===== src/rtl/serial_add_pkg.sv =====
// Shared types and constants for the serial nibble adder.
// Contents: FSM state type for the controller and the width of one adder slice.
package serial_add_pkg;

    typedef enum logic [1:0] {
        IDLE = 2'd0,
        RUN  = 2'd1,
        DONE = 2'd2
    } state_t;

    localparam int unsigned NIBBLE_W = 4;

endpackage


===== src/rtl/nibble_adder_slice.sv =====
// Combinational 4-bit adder slice: {cout_o, s_o} = a_i + b_i + cin_i.
// Ports:
//   cin_i  carry in
//   a_i    operand A nibble
//   b_i    operand B nibble
//   s_o    sum nibble
//   cout_o carry out
module nibble_adder_slice (
    input  logic       cin_i,
    input  logic [3:0] a_i,
    input  logic [3:0] b_i,
    output logic [3:0] s_o,
    output logic       cout_o
);

    // Widened to 5 bits so the carry falls out of the top bit.
    assign {cout_o, s_o} = {1'b0, a_i} + {1'b0, b_i} + {4'b0000, cin_i};

endmodule


===== src/rtl/serial_nibble_adder_ctrl.sv =====
// Multi-cycle wide add/subtract built around one shared 4-bit adder slice.
// One nibble is processed per cycle, LSB nibble first, with the carry chained
// through a register.
// Ports:
//   clk, rst_n           clock and asynchronous active-low reset
//   in_valid / in_ready  operand handshake (a, b, cin, sub sampled on accept)
//   out_valid / out_ready result handshake (sum, cout, ovf held while valid)
//   busy                 high while an operation is in flight or awaiting hand-off
module serial_nibble_adder_ctrl
    import serial_add_pkg::*;
#(
    parameter int unsigned NIBBLES = 4
) (
    input  logic                      clk,
    input  logic                      rst_n,
    input  logic                      in_valid,
    output logic                      in_ready,
    input  logic [NIBBLE_W*NIBBLES-1:0] a,
    input  logic [NIBBLE_W*NIBBLES-1:0] b,
    input  logic                      cin,
    input  logic                      sub,
    output logic                      out_valid,
    input  logic                      out_ready,
    output logic [NIBBLE_W*NIBBLES-1:0] sum,
    output logic                      cout,
    output logic                      ovf,
    output logic                      busy
);

    localparam int unsigned W    = NIBBLE_W * NIBBLES;
    localparam int unsigned IdxW = (NIBBLES > 1) ? $clog2(NIBBLES) : 1;
    localparam logic [IdxW-1:0] LastIdx = IdxW'(NIBBLES - 1);

    state_t               state_q, state_d;
    logic [W-1:0]         a_q, a_d;
    logic [W-1:0]         b_q, b_d;     // holds ~b for subtraction
    logic [W-1:0]         sum_q, sum_d;
    logic                 carry_q, carry_d;
    logic [IdxW-1:0]      idx_q, idx_d;

    logic [NIBBLE_W-1:0]  slice_a, slice_b, slice_s;
    logic                 slice_cout;

    // Select the nibble pair addressed by idx_q.
    always_comb begin
        slice_a = '0;
        slice_b = '0;
        for (int unsigned i = 0; i < NIBBLES; i++) begin
            if (idx_q == IdxW'(i)) begin
                slice_a = a_q[i*NIBBLE_W +: NIBBLE_W];
                slice_b = b_q[i*NIBBLE_W +: NIBBLE_W];
            end
        end
    end

    nibble_adder_slice u_slice (
        .cin_i  (carry_q),
        .a_i    (slice_a),
        .b_i    (slice_b),
        .s_o    (slice_s),
        .cout_o (slice_cout)
    );

    always_comb begin
        state_d = state_q;
        a_d     = a_q;
        b_d     = b_q;
        sum_d   = sum_q;
        carry_d = carry_q;
        idx_d   = idx_q;
        unique case (state_q)
            IDLE: begin
                if (in_valid) begin
                    a_d     = a;
                    // Subtraction is A + ~B + 1.
                    b_d     = sub ? ~b : b;
                    carry_d = sub ? 1'b1 : cin;
                    idx_d   = '0;
                    state_d = RUN;
                end
            end
            RUN: begin
                for (int unsigned i = 0; i < NIBBLES; i++) begin
                    if (idx_q == IdxW'(i)) begin
                        sum_d[i*NIBBLE_W +: NIBBLE_W] = slice_s;
                    end
                end
                carry_d = slice_cout;
                // Index saturates on the last nibble; it is cleared on the next accept.
                if (idx_q == LastIdx) begin
                    state_d = DONE;
                end else begin
                    idx_d = idx_q + IdxW'(1);
                end
            end
            DONE: begin
                if (out_ready) begin
                    state_d = IDLE;
                end
            end
            default: state_d = IDLE;
        endcase
    end

    always_ff @(posedge clk or negedge rst_n) begin
        if (!rst_n) begin
            state_q <= IDLE;
            a_q     <= '0;
            b_q     <= '0;
            sum_q   <= '0;
            carry_q <= 1'b0;
            idx_q   <= '0;
        end else begin
            state_q <= state_d;
            a_q     <= a_d;
            b_q     <= b_d;
            sum_q   <= sum_d;
            carry_q <= carry_d;
            idx_q   <= idx_d;
        end
    end

    assign in_ready  = (state_q == IDLE);
    assign out_valid = (state_q == DONE);
    assign busy      = (state_q != IDLE);
    assign sum       = sum_q;
    assign cout      = carry_q;
    // Operands agree in sign but the result does not.
    assign ovf       = (a_q[W-1] == b_q[W-1]) && (sum_q[W-1] != a_q[W-1]);

endmodule


===== config.mk =====
export PLATFORM = sky130hd
export DESIGN_NAME = serial_nibble_adder_ctrl
export DESIGN_NICKNAME = d
export VERILOG_FILES = /design/src/rtl/serial_add_pkg.sv /design/src/rtl/nibble_adder_slice.sv /design/src/rtl/serial_nibble_adder_ctrl.sv
export SDC_FILE = /design/constraint.sdc
export NUM_CORES = 1
export LEC_CHECK = 0
export CORE_MARGIN = 5
export CORE_UTILIZATION = 47
export CTS_BUF_LIST = sky130_fd_sc_hd__clkbuf_8
export CTS_CLUSTER_SIZE = 12
export DETAILED_ROUTE_END_ITERATION = 7
export PLACE_DENSITY_LB_ADDON = 0.05
export SYNTH_ARGS = -nofsm -noshare
export SYNTH_HDL_FRONTEND = slang
export SYNTH_SLANG_ARGS = --single-unit

===== constraint.sdc =====
create_clock -name clk -period 2.4 [get_ports clk]
set_input_delay 0.48 -clock clk [delete_from_list [all_inputs] [get_ports clk]]
set_output_delay 0.48 -clock clk [all_outputs]
set_load 0.05 [all_outputs]

==> results of run 1 <==
kinds of logic (layout without fill, tap and decap cells):
family / after synthesis / in the layout / synth area share
xor+xnor: 17 / 17 / 0.0558
buf+inv: 30 / 101 / 0.0554
simple gates: 53 / 53 / 0.0915
compound gates: 72 / 72 / 0.160
fa+ha+maj: 9 / 9 / 0.0479
mux: 22 / 22 / 0.0924
flops: 53 / 53 / 0.497
synthesized netlist by cell type, drive strengths merged:
cell type and instances:
dfrtp 53, a21oi 30, nand2 26, o21ai 23, mux2 21, nor2 17, inv 14, buf 13
xnor2 13, a22o 11, ha 7, o31ai 5, nand3b 4, xor2 4, clkbuf 3, fa 2
nor3 2, nor3b 2, a21o 1, and3 1, mux2i 1, o21a 1, o221a 1, or2 1
cell type report:
class | count | area (µm²)
Clock buffer | 6 | 82.6
Clock inverter | 2 | 13.8
Fill cell | 457 | 1830
Inverter | 14 | 52.6
Multi-Input combinational cell | 173 | 1350
Sequential cell | 53 | 1330
Tap cell | 72 | 90.1
Timing Repair Buffer | 79 | 757
metrics by stage:
| step | setup slack (ns) | std cells | hold slack, ns |
|---|---|---|---|
| 3_5_place_dp | -0.119 | 388 | 0.469 |
| 5_1_grt | -0.0943 | 399 | 0.214 |
| 4_1_cts | 0.00242 | 396 | 0.185 |
| 6_report | -0.000193 | 399 | 0.178 |
| 2_1_floorplan | 0.0000349 | 256 | 0.184 |
| 3_3_place_gp | -0.0378 | 388 | 0.463 |
sequential cells by signal, indices dropped and copies added, names as in the netlist:
register / flops
b_q: 16
a_q: 16
sum: 16
idx_q: 2
state_q: 2
cout: 1
worst max path at each step:
stage | end | slack, ns | depth (start not counted)
after global routing | cout | -0.09 | 10
after detailed placement | sum[14] | -0.12 | 9
after CTS | sum[15] | 0.002 | 10
after floorplan | sum[5] | 0.00003 | 7
final | sum[14] | -0.0002 | 9
after global placement | sum[10] | -0.04 | 8
metal layers:
metal,track usage,part of all wire,routed length (µm),vias to the layer above
met3,0.0320,0.052,304,14
li1,-,-,-,1011
met5,0,0,0,-
met1,0.220,0.45,2650,991
met4,0.0676,0.024,144,0
met2,0.266,0.47,2790,47
repair_timing:
action	4_1_cts	5_1_grt
hold endpoints to repair	0	0
setup endpoints to repair	13	14
pin swaps	1	11
setup buffers	0	3
cloned	0	0
gates resized for setup	4	33
worst register-to-register path, cell delays in order (launching register included):
cell and delay, ns:
dfrtp_1 0.42, inv_2 0.08, ha_4 0.19, a21oi_2 0.12
o21ai_1 0.08, a22o_1 0.22, fa_2 0.39, fa_2 0.46
xnor2_4 0.23, o21ai_0 0.10
==> reports/qor.txt, run 1 <==
antenna-violating nets left -> 0
Worst EP arrival -> 2.59 ns
vias in the first global route -> 2,016
Largest stage delay, worst path -> 0.46 ns
H-tree Lvls -> 2
WL final -> 5890 µm
clk slew on worst S/H paths -> 0.09 ns
clock skew -> 0.00564 ns
register bit total from synthesis -> 53
Max-Cap Viols -> 0
initial antenna violation count -> 0
Sink Count -> 53
Ant. Diodes -> 0
Total GRT Usage -> 0.166
Synth Instances -> 256
final net count -> 373
root buf cell -> clkbuf_8
core box area -> 5510 µm²
Cell Area, Synth -> 2670 µm²
post-DP HPWL -> 4350 µm
CP Data Required Time -> 2.59 ns
unrepaired setup endpoints after global routing -> yes
most common cell after layout, fill and taps aside -> clkdlybuf4s50_1
CP Capture Type -> flip-flop
Area growth syn-to-layout -> 37.9%
DRC Markers -> 0
synth warn -> 0
syn nets -> 303
Placed Area -> 3390 µm²
die area -> 7280 µm²
CP Launch Point -> idx_q[1]
Num CTS Buffers -> 5
die width -> 85.3 µm
max-slew violations -> 0
FP Rows -> 27
Boundary Pins -> 59
crit path buf inv count -> 1
Top delay family on crit path -> adder cells
crit path launch type -> flip-flop
final hold violation count -> 0
minimum clock period -> 2.40 ns
crit path max-delay cell type -> fa_2
via count -> 2,063
sequential-to-total area share from yosys stat -> 0.497
Reg-to-Reg End -> sum[14]
relative slew slack -> 0.587
largest net degree at the start of global routing -> 53
cell taking the most area after synthesis -> dfrtp_1
final-report setup violation count -> 1
Via density -> 5.17
Yosys top cell area share -> 0.497
crit-path cells -> inv_2, ha_4, a21oi_2, o21ai_1, a22o_1, fa_2, fa_2, xnor2_4, o21ai_0
FF-to-FF path depth -> 9
Bufs on Longest Clock Path -> 2
slew of the pin with the lowest slew margin -> 0.620 ns
failing checks -> negative setup slack
Mean Syn Cell Area -> 10.4 µm²
status -> finished with violations
layout cells sized above 1 -> 0.254
crit path kind -> flip-flop to flip-flop
Netlist cell types -> 28
CTS Hold Bufs -> 0
drt wl/cell -> 14.7 µm
Initial Util -> 0.484
clock latency on the worst-skew pair -> 0.31 ns
f_max -> 417 MHz
gpl congestion -> 0.877
first-pass GRT wire length -> 9650 µm
Iter 0 DRT Violations -> 44
crit-path most repeated cell -> fa_2
final worst setup slack -> -0.000193 ns
largest cells by area after synthesis -> dfrtp_1 (50%), mux2_2 (8.9%), a21oi_1 (5.6%)
CP Max Fanout -> 7
setup tns final -> -0.000193 ns
fin crit share -> 1.00
grt total ovfl -> 0
IO Port Bufs -> 58
slack of the worst reg-to-reg path -> -0.0002 ns
most frequent cells in the layout -> clkdlybuf4s50_1 (53), dfrtp_1 (52), nand2_1 (26)
die height -> 85.3 µm
utilization after layout -> 0.668
TritonCTS clock tree -> done
FF-to-FF Start -> idx_q[1]
Pre-antenna DRT Iters -> 4
fin area -> 3680 µm²
worst hold path type -> input port to asynchronous set/reset pin
Power of run 1 is not shown: default switching activity piles up to over one toggle a cycle in this logic, so the estimate is an artifact.
==> inputs of run 2 (changes only) <==
--- a/config.mk
+++ b/config.mk
@@ -8,8 +8,10 @@
 export CORE_MARGIN = 5
 export CORE_UTILIZATION = 47
 export CTS_BUF_LIST = sky130_fd_sc_hd__clkbuf_8
+export CTS_CLUSTER_DIAMETER = 120
 export CTS_CLUSTER_SIZE = 12
 export DETAILED_ROUTE_END_ITERATION = 7
+export GPL_TIMING_DRIVEN = 0
 export PLACE_DENSITY_LB_ADDON = 0.05
 export SYNTH_ARGS = -nofsm -noshare
 export SYNTH_HDL_FRONTEND = slang
==> run 2 against run 1 <==
The flow still finishes with violations (negative setup slack). Die area unchanged. Critical path depth unchanged. Wire length up 9.1%. Sequential cell count unchanged. Sequential share of layout area down 0.93 points. Worst setup slack worse by 0.12 ns. Utilization up 1.8 points. Clock-buffer cell count unchanged. Global-route usage up 1.8 points. Register-to-register slack worse by 0.12 ns. Hold slack better by 0.010 ns. First-iteration DRC count up 75%. Critical path type unchanged.
==> reports/qor.txt, run 2 (same netlist as run 1, synthesis figures left out) <==
failing checks -> negative setup slack (unchanged)
FP Rows -> 27 (unchanged)
Iter 0 DRT Violations -> 77 (was 44)
post-DP HPWL -> 4440 µm (was 4350 µm)
fillers -> 441 (was 457)
Seq pwr share -> 0.248
WL final -> 6420 µm (was 5890 µm)
via count -> 2,126 (was 2,063)
vias in the first global route -> 2,194 (was 2,016)
gpl congestion -> 0.794 (was 0.877)
final worst setup slack -> -0.116 ns (was -0.000193 ns)
unrepaired setup endpoints after global routing -> yes (unchanged)
Initial Util -> 0.484 (unchanged)
leak pwr -> 1.63 nW
worst hold path type -> input port to asynchronous set/reset pin (unchanged)
CP Capture Type -> flip-flop (unchanged)
Worst EP arrival -> 2.71 ns (was 2.59 ns)
Ant. Diodes -> 0 (unchanged)
pwr/cell area -> 1740 nW/µm²
Pre-antenna DRT Iters -> 4 (unchanged)
utilization after layout -> 0.685 (was 0.668)
final hold violation count -> 0 (unchanged)
clock skew -> 0.00786 ns (was 0.00564 ns)
clk slew on worst S/H paths -> 0.10 ns (was 0.09 ns)
Bufs on Longest Clock Path -> 2 (unchanged)
Area growth syn-to-layout -> 41.5% (was 37.9%)
fin crit share -> 1.05 (was 1.00)
antenna-violating nets left -> 0 (unchanged)
clock group share of total power -> 0.082
f_max -> 397 MHz (was 417 MHz)
TritonCTS clock tree -> done (unchanged)
H-tree Lvls -> 2 (unchanged)
Peak VDD IR -> 0.862 mV
Num CTS Buffers -> 5 (unchanged)
DRC Markers -> 0 (unchanged)
Pint -> 3.62 mW
first-pass GRT wire length -> 10,700 µm (was 9650 µm)
clock latency on the worst-skew pair -> 0.31 ns (about the same)
max-slew violations -> 0 (unchanged)
Total GRT Usage -> 0.184 (was 0.166)
Psw -> 2.94 mW
switch share -> 0.449
grt total ovfl -> 0 (unchanged)
status -> finished with violations (unchanged)
CP Data Required Time -> 2.60 ns (was 2.59 ns)
crit path launch type -> flip-flop (unchanged)
core box area -> 5510 µm² (unchanged)
initial antenna violation count -> 0 (unchanged)
most frequent cells in the layout -> clkdlybuf4s50_1 (53), dfrtp_1 (52), nand2_1 (25) (was clkdlybuf4s50_1 (53), dfrtp_1 (52), nand2_1 (26))
die width -> 85.3 µm (unchanged)
die height -> 85.3 µm (unchanged)
Logic pwr share -> 0.670
Max-Cap Viols -> 0 (unchanged)
IO Port Bufs -> 57 (was 58)
setup tns final -> -0.649 ns (was -0.000193 ns)
layout cells sized above 1 -> 0.275 (was 0.254)
most common cell after layout, fill and taps aside -> clkdlybuf4s50_1 (unchanged)
die area -> 7280 µm² (unchanged)
CP Max Fanout -> 10 (was 7)
drt wl/cell -> 15.7 µm (was 14.7 µm)
final net count -> 384 (was 373)
slew of the pin with the lowest slew margin -> 0.646 ns (was 0.620 ns)
minimum clock period -> 2.52 ns (was 2.40 ns)
Sink Count -> 53 (unchanged)
final-report setup violation count -> 13 (was 1)
crit path kind -> flip-flop to flip-flop (unchanged)
root buf cell -> clkbuf_8 (unchanged)
relative slew slack -> 0.570 (was 0.587)
Boundary Pins -> 59 (unchanged)
Via density -> 5.19 (was 5.17)
largest net degree at the start of global routing -> 28 (was 53)
-- run 2: final cells by class --
class                      instances  area [µm²]  area share
buffer                            13         126      0.0335
clock buffer                       6        82.6      0.0219
clock inverter                     2        13.8     0.00365
inverter                          14        52.6      0.0139
multi-input combinational        173        1350       0.358
sequential                        53        1330       0.352
tap                               72        90.1      0.0239
timing repair buffer              77         731       0.194
-- run 2: timing repair --
| item | 4_1_cts | 5_1_grt |
|---|---|---|
| gates resized for setup | 33 | 14 |
| setup endpoints to repair | 20 | 13 |
| gates cloned | 1 | 0 |
| pin swaps | 11 | 14 |
| hold buffers | 0 | 0 |
| hold endpoints to repair | 0 | 0 |
| buffers inserted | 12 | 6 |
-- run 2: power by group through the flow --
stage,clock network [mW],registers [mW],logic (mW)
finish,0.537,1.63,4.40
global route,0.562,1.69,4.80
CTS,0.543,1.62,4.12
detailed placement,0,1.64,3.49
global placement,0,1.63,3.43
floorplan,0,2.06,2.05
-- run 2: path summary, 6_finish.rpt --
path	slack (ns)	to	cells after the start	start
setup / recovery	-0.12	cout	9	idx_q[1]
hold / removal	0.19	a_q[7]	1	rst_n
setup reg to reg	-0.12	cout	9	idx_q[1]
hold reg to reg	0.49	sum[11]	2	sum[11]
max in group asynchronous	1.64	idx_q[0]	2	rst_n
min in group clk	0.49	sum[11]	2	sum[11]
-- run 2: worst max-delay path, cell delays in order (launching register included) --
cell and delay (ns):
dfrtp_1 0.44, buf_4 0.17, ha_4 0.20, buf_6 0.16, a22o_1 0.23, fa_2 0.39
fa_2 0.43, a21oi_2 0.18, o21ai_2 0.07, o221a_2 0.12
-- run 2: stage by stage --
step | worst slack, ns | hold WS, ns | instance area, µm² | total power [mW] | std cells
final | -0.116 | 0.189 | 3770 | 6.56 | 410
after floorplan | 0.0000349 | 0.184 | 2700 | 4.11 | 256
after CTS | -0.0726 | 0.200 | 3680 | 6.28 | 405
after global placement | -0.759 | 0.461 | 3360 | 5.06 | 385
after global routing | -0.215 | 0.237 | 3770 | 7.04 | 410
after detailed placement | -0.393 | 0.469 | 3380 | 5.12 | 386
-- run 2: metal layers --
layer,vias to the layer above,global-route usage,wire (µm)
met5,-,0,0
met4,0,0.0604,106
met3,11,0.0291,272
met2,45,0.315,3120
met1,1035,0.238,2920
li1,1035,-,-
Power figures use the tool's default switching activity.
